--- config.mk ---
export PLATFORM = sky130hd
export DESIGN_NAME = rtc_sequencer
export DESIGN_NICKNAME = d
export VERILOG_FILES = /design/src/rtl/rtc_pkg.sv /design/src/rtl/rtc_tick_gen.sv /design/src/rtl/rtc_sequencer.sv
export SDC_FILE = /design/constraint.sdc
export NUM_CORES = 1
export LEC_CHECK = 0
export ABC_AREA = 1
export BUFFER_PORTS_ARGS = -buffer_cell sky130_fd_sc_hd__buf_2
export CORE_MARGIN = 2
export CORE_UTILIZATION = 40
export DETAILED_ROUTE_END_ITERATION = 12
export GPL_ROUTABILITY_DRIVEN = 0
export GPL_TIMING_DRIVEN = 0
export HOLD_SLACK_MARGIN = 0.1
export SLEW_MARGIN = 20
export SYNTH_ARGS = -nofsm -noshare
export SYNTH_HDL_FRONTEND = slang
export SYNTH_HIERARCHICAL = 1
export SYNTH_SLANG_ARGS = --single-unit
--- constraint.sdc ---
create_clock -name i_sclk -period 1.7 [get_ports i_sclk]
set_input_delay 0 -clock i_sclk [delete_from_list [all_inputs] [get_ports i_sclk]]
set_output_delay 0 -clock i_sclk [all_outputs]
set_load 0.05 [all_outputs]
--- src/rtl/rtc_pkg.sv ---
// Shared types and defaults for the stopwatch sequencer (optional lap feature: RTC_LAP_EN).
// Latency: none (types and constants only).
// Backpressure: none.
package rtc_pkg;

    localparam int COUNT_W_DEF      = 24;
    localparam int CLK_PER_TICK_DEF = 1000000;   // i_sclk cycles per 10-ms tick

    // The LAP encoding exists only when the lap feature is built in.
    typedef enum logic [1:0] {
        IDLE = 2'd0,
        RUN  = 2'd1,
        STOP = 2'd2
`ifdef RTC_LAP_EN
        ,
        LAP  = 2'd3
`endif
    } rtc_state_e;

endpackage

--- src/rtl/rtc_tick_gen.sv ---
// Prescaler: strobes tick once every CLK_PER_TICK enabled cycles; holds when disabled, clears on clr.
// Latency: tick is asserted during the enabled cycle in which the count wraps.
// Backpressure: none; enb freezes the count, so a paused period resumes where it left off.
// Ports: i_sclk/i_reset_n clock and async active-low reset; enb count enable; clr sync clear; tick strobe.
module rtc_tick_gen
    import rtc_pkg::*;
#(
    parameter int CLK_PER_TICK = CLK_PER_TICK_DEF
) (
    input  logic i_sclk,
    input  logic i_reset_n,
    input  logic enb,
    input  logic clr,
    output logic tick
);

    localparam int            CW   = (CLK_PER_TICK > 2) ? $clog2(CLK_PER_TICK) : 1;
    localparam logic [CW-1:0] LAST = CW'(CLK_PER_TICK - 1);

    logic [CW-1:0] cnt;

    always_ff @(posedge i_sclk or negedge i_reset_n) begin
        if (!i_reset_n) begin
            cnt <= '0;
        end else if (clr) begin
            cnt <= '0;
        end else if (enb) begin
            cnt <= (cnt == LAST) ? '0 : cnt + CW'(1);
        end
    end

    // Decode of the registered count qualified by the enable, so the strobe
    // sits exactly in the cycle whose edge performs the wrap.
    assign tick = enb && (cnt == LAST);

endmodule

--- src/rtl/rtc_sequencer.sv ---
// Stopwatch control FSM (IDLE/RUN/LAP/STOP) driving an external counter; lap feature under RTC_LAP_EN.
// Latency: state-derived outputs change one cycle after the start/lap pulse edge; o_tick as prescaler.
// Backpressure: none; all-ones i_count forces STOP and blocks restart until cleared through IDLE.
// Ports: i_sclk, i_reset_n (async, active-low); i_start_p, i_lap_p one-cycle presses; i_count external
//        count; o_count_init clear request; o_count_enb counting; o_tick increment strobe;
//        o_disp_sel live/lap display select; o_lap_value captured lap; o_overflow sticky overflow.
module rtc_sequencer
    import rtc_pkg::*;
#(
    parameter int CLK_PER_TICK = CLK_PER_TICK_DEF,
    parameter int COUNT_W      = COUNT_W_DEF
) (
    input  logic               i_sclk,
    input  logic               i_reset_n,
    input  logic               i_start_p,
    input  logic               i_lap_p,
    input  logic [COUNT_W-1:0] i_count,
    output logic               o_count_init,
    output logic               o_count_enb,
    output logic               o_tick,
    output logic               o_disp_sel,
    output logic [COUNT_W-1:0] o_lap_value,
    output logic               o_overflow
);

    rtc_state_e state;
    logic       init_q;
    logic       enb_q;
    logic       ovf_q;
    logic       ovf_hit;
    logic       tick_enb;
    logic       tick_clr;

`ifdef RTC_LAP_EN
    logic               disp_q;
    logic [COUNT_W-1:0] lap_q;
`endif

    // enb_q is high exactly in RUN/LAP, so this is "counting and the count is saturated".
    assign ovf_hit  = enb_q && (&i_count);
    // The saturating cycle neither strobes nor advances the prescaler.
    assign tick_enb = enb_q && !ovf_hit;
    assign tick_clr = (state == IDLE);

    always_ff @(posedge i_sclk or negedge i_reset_n) begin
        if (!i_reset_n) begin
            state  <= IDLE;
            init_q <= 1'b1;
            enb_q  <= 1'b0;
            ovf_q  <= 1'b0;
`ifdef RTC_LAP_EN
            disp_q <= 1'b0;
            lap_q  <= '0;
`endif
        end else begin
            case (state)
                IDLE: begin
                    if (i_start_p) begin
                        state  <= RUN;
                        init_q <= 1'b0;
                        enb_q  <= 1'b1;
                    end
                end
                RUN: begin
                    // Overflow outranks both presses; start outranks lap.
                    if (ovf_hit || i_start_p) begin
                        state <= STOP;
                        enb_q <= 1'b0;
                        if (ovf_hit) ovf_q <= 1'b1;
                    end
`ifdef RTC_LAP_EN
                    else if (i_lap_p) begin
                        state  <= LAP;
                        disp_q <= 1'b1;
                        lap_q  <= i_count;
                    end
`endif
                end
`ifdef RTC_LAP_EN
                LAP: begin
                    if (ovf_hit || i_start_p) begin
                        state  <= STOP;
                        enb_q  <= 1'b0;
                        disp_q <= 1'b0;
                        if (ovf_hit) ovf_q <= 1'b1;
                    end else if (i_lap_p) begin
                        state  <= RUN;
                        disp_q <= 1'b0;
                    end
                end
`endif
                STOP: begin
                    // A latched overflow blocks restart; only clearing via IDLE recovers.
                    if (i_start_p && !ovf_q) begin
                        state <= RUN;
                        enb_q <= 1'b1;
                    end else if (i_lap_p) begin
                        state  <= IDLE;
                        init_q <= 1'b1;
                        ovf_q  <= 1'b0;
`ifdef RTC_LAP_EN
                        lap_q  <= '0;
`endif
                    end
                end
                default: begin
                    state  <= IDLE;
                    init_q <= 1'b1;
                    enb_q  <= 1'b0;
                end
            endcase
        end
    end

    rtc_tick_gen #(
        .CLK_PER_TICK (CLK_PER_TICK)
    ) u_tick_gen (
        .i_sclk    (i_sclk),
        .i_reset_n (i_reset_n),
        .enb       (tick_enb),
        .clr       (tick_clr),
        .tick      (o_tick)
    );

    assign o_count_init = init_q;
    assign o_count_enb  = enb_q;
    assign o_overflow   = ovf_q;
`ifdef RTC_LAP_EN
    assign o_disp_sel   = disp_q;
    assign o_lap_value  = lap_q;
`else
    assign o_disp_sel   = 1'b0;
    assign o_lap_value  = '0;
`endif

endmodule

==> impl_results.md, run 1 <==
- Run status: finished clean
- Worst-case headroom to the max-slew limit: 62.4%
- Boundary Pins: 57
- Port bufs: 31
- Clock period minus final worst setup slack: 1.57 ns
- Fillcell total: 461
- Most used cell, CP: nand3_2
- Leading register cell type out of synthesis: dfrtp_1
- Overall Global Routing Usage: 16.5%
- Total setup violations reported at the end of the flow: 0
- Die width: 72.5 µm
- Die extent in y: 72.5 µm
- Clock-pin slew of the registers on the worst-case setup and hold paths: 0.10 ns
- Worst supply voltage drop on vdd: 0.726 mV
- Part of the cycle the worst path needs: 92.3%
- Hold depth: 5
- Cells on worst reg2reg path: 8
- Average wire length per cell after detail routing: 10.6 µm
- Area of the multi-input gates: 0.00104 mm²
- End of the critical path: o_tick
- Via count normalized by instance count: 4.55
- Worst path cell trace: ha_2, nand3_2, nor2_4, nand3_2, nor2_2, buf_6
- Number of enable flip-flop cells after synthesis: 0
- Power per unit of standard cell area: 934 mW/mm²
- Synth warn: 6
- Vias after detailed routing: 1752
- Register bit total from synthesis: 25
- Data arrival time of the worst path: 1.57 ns
- Buffers inserted during post-CTS setup optimization: 0
- Worst setup slack after placement: 0.0395 ns
- Dpl hpwl: 3210 µm
- Initial antenna violation count: 0
- Placement row count: 24
- P_leak: 0.00117 µW
- Count of final hold-check violations: 0
- Number of instances in the synthesized netlist: 271
- TritonCTS clock tree: built
- Later-pin clock latency in the skew report: 0.27 ns
- Async set or reset register ratio after synthesis: 100%
- Worst reg2reg setup slack: 0.16 ns
- Core Footprint: 0.00444 mm²
- Worst setup path category: reg2out
- Required time at the endpoint of the critical path: 1.70 ns
- Number of max-slew violations in the final report: 0
- Layout-stage area growth over the synthesis result: 22.7%
- Clock root buffer master: clkbuf_8
- Buffer depth of the longest clock path: 2
- Max Clock Freq: 637 MHz
- Count of distinct cell types in the synthesized netlist: 30
- Die area: 0.00525 mm²
- Terminus of the critical flop-to-flop path: u_tick_gen/cnt[9]
- Highest cell delay on the worst timing path: 0.40 ns
- Worst-margin pin slew: 0.564 ns
- Post-layout nets: 363
- Wire length after detailed routing: 4100 µm
- Worst hold path class: in2reg
- Nature of the critical path endpoint: output pin
- Sum of overflow across all layers after global routing: 0
- Mapped cell area: 0.00188 mm²
- First-pass GRT wire length: 6980 µm
- Synthesized area per cell: 6.92 µm²
- Initial cell density of the core: 42.2%
- Critical-path top delay cell: dfrtp_1
- Largest net degree at the start of global routing: 26
- N_diodes: 0
- Inserted Clock Buffers: 3
- Number of sinks on the clock net: 25
- Launch instance of the worst register-to-register path: state[1]
- Fraction of final layout cells sized beyond drive strength 1: 27.9%
- Post-route DRC violation count: 0
- Count of H-tree levels built during CTS: 1
- 1st-pass router iterations: 4
- Least setup slack across all paths after layout: 0.131 ns
- Worst clock skew: 0.00536 ns
- Crit path launch type: flop
- Sum of negative setup slack: 0 ns
- ANT nets after route: 0
- Area taken by flip-flops and latches: 628 µm²
- Vias in the first global route: 1602
- Launching instance or port of the critical path: u_tick_gen/cnt[0]
- Total of max-cap violations: 0
- Starting DRT DRC Count: 91
- Fin Hold WS: 0.159 ns
- Critical path fanouts, max: 4
- Share of synthesized area occupied by flip-flops and latches: 33.4%
-- metrics by stage --
stage                     power [µW]  util, %  instances  instance area [µm²]
after CTS                       2150     51.0        385                 2270
after global placement          1750     49.2        378                 2190
after detailed placement        1760     49.2        378                 2190
final                           2150     51.8        385                 2300
after floorplan                 1550        -        295                 1970
after global routing            2300     51.8        385                 2300
-- worst min path at each step --
stage,slack (ns),start,end
3_5_place_dp,0.03,i_reset_n,u_tick_gen/cnt[17]
6_report,0.16,i_count[1],o_overflow
2_1_floorplan,-0.30,i_reset_n,o_count_enb
5_1_grt,0.19,i_count[1],o_overflow
3_3_place_gp,0.04,i_reset_n,u_tick_gen/cnt[17]
4_1_cts,0.15,i_count[1],o_overflow
-- logic make-up after synthesis --
group	share of synthesized area [%]
simple gates	41.0
buf+inv	17.4
flops	33.4
compound gates	3.60
xor+xnor	3.74
fa+ha+maj	0.667
other cells	0.200
-- final cells by class --
cell class / count / share of cell area (%)
multi-input combinational: 212 / 45.2
sequential: 25 / 27.3
buffer: 27 / 9.14
timing repair buffer: 34 / 8.32
inverter: 31 / 5.06
tap: 52 / 2.83
clock buffer: 3 / 1.79
clock inverter: 1 / 0.326
-- timing repair --
item	in CTS	in global routing
endpoints found under the setup margin	1	16
hold endpoints to repair	28	0
hold buffers	3	0
gates resized for setup	1	9
-- cell usage after synthesis (2+ instances only) --
| cell | n | area (µm²) |
|---|---|---|
| buf_4 | 25 | 188 |
| dfrtp_1 | 24 | 601 |
| inv_1 | 27 | 101 |
| a21oi_1 | 2 | 10.0 |
| xor2_1 | 6 | 52.6 |
| nand2_2 | 2 | 12.5 |
| nor2_2 | 8 | 50.1 |
| o22ai_1 | 2 | 12.5 |
| nand3_2 | 3 | 30.0 |
| o21ai_0 | 3 | 15.0 |
| nor2_1 | 46 | 173 |
| inv_2 | 4 | 15.0 |
| nand2_1 | 71 | 267 |
| xnor2_1 | 2 | 17.5 |
| nand3_1 | 19 | 95.1 |
| nor2_4 | 3 | 33.8 |
| buf_6 | 2 | 22.5 |
| nand4_1 | 10 | 62.6 |
-- sequential cells by signal, summed over array words and instances, names as in the netlist --
name / cells
state: 2
u_tick_gen/cnt: 20
o_overflow: 1
o_count_init: 1
o_count_enb: 1
-- critical path, delay by kind of cell, from the launching register on --
family                     cells  cell delay (ns)
DFF                            1             0.40
and+or+nand+nor                4             0.51
adders and majority gates      1             0.22
buffers and inverters          1             0.17
-- layout by cell type, fill, tap and decap left out, types with 2 or more instances in the layout --
cell type,Yosys,layout
dlygate4sd3_1,0,3
nand4_1,10,10
o22ai_1,2,2
nand3_2,3,4
a21oi_1,2,2
inv_1,27,27
nor2_2,8,9
clkbuf_8,0,3
nand3_1,19,18
nand2_1,71,71
o21ai_0,3,3
buf_2,0,30
nor2_4,3,5
buf_4,25,25
xor2_1,6,6
nor2_1,46,43
xnor2_1,2,2
dfrtp_1,24,23
conb_1,1,25
inv_2,4,4
nand2_2,2,2
buf_6,2,3
-- power by group --
| part | switching (µW) | internal, µW |
|---|---|---|
| combinational | 692 | 327 |
| clock | 205 | 166 |
| sequential | 78.1 | 680 |
-- metal layers --
layer,track usage (%),share of wire (%),vias up,wire (µm)
met2,29.2,50,34,2040
met4,2.47,0,0,0
met3,3.06,3.4,0,139
met5,0,0,-,0
met1,21.4,47,800,1920
li1,-,-,918,-
(Power assumes the default switching activity.)
==> run 2: changes to the inputs <==
--- a/constraint.sdc
+++ b/constraint.sdc
@@ -3,2 +3,2 @@
 set_output_delay 0 -clock i_sclk [all_outputs]
-set_load 0.05 [all_outputs]
+set_load 0.02 [all_outputs]
==> impl_results.md, run 2 (same netlist as run 1, synthesis figures left out) <==
- Initial antenna violation count: 0
- Data arrival time of the worst path: 1.56 ns
- Number of sinks on the clock net: 25
- Least setup slack across all paths after layout: 0.138 ns
- Critical path fanouts, max: 4
- Die extent in y: 72.5 µm
- Vias after detailed routing: 1751
- Nature of the critical path endpoint: output pin
- Via count normalized by instance count: 4.54
- Power consumption: 1990 µW
- Die width: 72.5 µm
- Worst-case headroom to the max-slew limit: 61.4%
- Core Footprint: 0.00444 mm²
- Worst setup slack after placement: -0.120 ns
- First-pass GRT wire length: 6850 µm
- P_leak: 0.00118 µW
- Power per unit of standard cell area: 872 mW/mm²
- Worst-margin pin slew: 0.578 ns
- Clock root buffer master: clkbuf_8
- Initial cell density of the core: 42.2%
- Overall Global Routing Usage: 16.2%
- Fraction of final layout cells sized beyond drive strength 1: 26.9%
- Worst hold path class: in2reg
- Sum of overflow across all layers after global routing: 0
- Post-Place Cells: 378
- Total of max-cap violations: 0
- ANT nets after route: 0
- Fin util: 51.3%
- Registers with the most flip-flops: u_tick_gen/cnt (20), state (2)
- Part of the cycle the worst path needs: 91.9%
- Required time at the endpoint of the critical path: 1.70 ns
- Count of H-tree levels built during CTS: 1
- Starting DRT DRC Count: 90
- Largest net degree at the start of global routing: 26
- Vias in the first global route: 1581
- Worst clock skew: 0.00381 ns
- Clock-pin slew of the registers on the worst-case setup and hold paths: 0.09 ns
- Unrepaired setup endpoints after global routing: no
- Port bufs: 31
- Total setup violations reported at the end of the flow: 0
- N_diodes: 0
- Average wire length per cell after detail routing: 10.0 µm
- Worst setup path category: reg2out
- Placement row count: 24
- Dpl hpwl: 3100 µm
- Highest-count cells in the layout ignoring fill and taps: nand2_1 (71), nor2_1 (44), buf_2 (31)
- Top reg by flops: u_tick_gen/cnt
- Post-layout nets: 364
- TritonCTS clock tree: built
- Buffer depth of the longest clock path: 2
- Boundary Pins: 57
- 1st-pass router iterations: 4
- Run status: finished clean
- Crit path launch type: flop
- Max Clock Freq: 640 MHz
- Worst supply voltage drop on vdd: 0.547 mV
- Inserted Clock Buffers: 3
- Number of max-slew violations in the final report: 0
- Final Non-Filler Cells: 386
- Count of final hold-check violations: 0
- Die area: 0.00525 mm²
- Wire length after detailed routing: 3880 µm
- Most common library cell in the layout ignoring fill and taps: nand2_1
- Max FFs per register: 20
- Later-pin clock latency in the skew report: 0.27 ns
- Post-route DRC violation count: 0
- Layout-stage area growth over the synthesis result: 21.5%
- Clock period minus final worst setup slack: 1.56 ns
run 2: worst paths after layout:
path / slack [ns] / depth (start not counted) / startpoint / end
max in group asynchronous: 1.07 / 2 / i_reset_n / o_count_init
setup reg to reg: 0.14 / 9 / u_tick_gen/cnt[0] / u_tick_gen/cnt[4]
setup / recovery: 0.14 / 6 / u_tick_gen/cnt[0] / o_tick
min in group asynchronous: 0.25 / 2 / i_reset_n / u_tick_gen/cnt[17]
hold reg to reg: 0.47 / 2 / o_count_init / o_count_init
hold / removal: 0.16 / 5 / i_count[1] / o_overflow
run 2: critical path: stages (launching register included):
cell	delay (ns)
dfrtp_1	0.38
ha_1	0.21
nand3_2	0.14
nor2_2	0.14
nand3_1	0.15
nor2_1	0.10
buf_2	0.17
run 2: repair_timing:
action	4_1_cts	5_1_grt
endpoints found under the setup margin	10	16
setup buffers	0	1
hold buffers	3	0
gates resized for setup	2	2
hold endpoints to repair	27	0
run 2: where the power goes:
group          internal [µW]  switching, µW  total [µW]
sequential               678           64.6         743
clock                    164            196         360
combinational            329            555         884
run 2: per-stage QoR:
step                      cell area (µm²)  TNS (ns)  hold slack, ns
final                                2280         0           0.159
after global routing                 2280         0           0.243
after CTS                            2260         0           0.154
after detailed placement             2190    -0.697          0.0405
after global placement               2190    -0.760          0.0352
after floorplan                      1970         0          -0.296
run 2: layout make-up:
type                            count  area, µm²
Fill cell                         456       2170
Tap cell                           52       65.1
Timing Repair Buffer               35        193
Clock buffer                        3       41.3
Clock inverter                      1       5.00
Sequential cell                    25        627
Buffer                             27        210
Inverter                           31        116
Multi-Input combinational cell    212       1020
run 2: metal layers:
layer / GRT usage (%) / up-vias / part of all wire [%]
li1: - / 919 / -
met1: 21.3 / 771 / 46
met2: 27.9 / 59 / 47
met3: 2.36 / 2 / 5.9
met5: 0 / - / 0
met4: 4.32 / 0 / 0.59
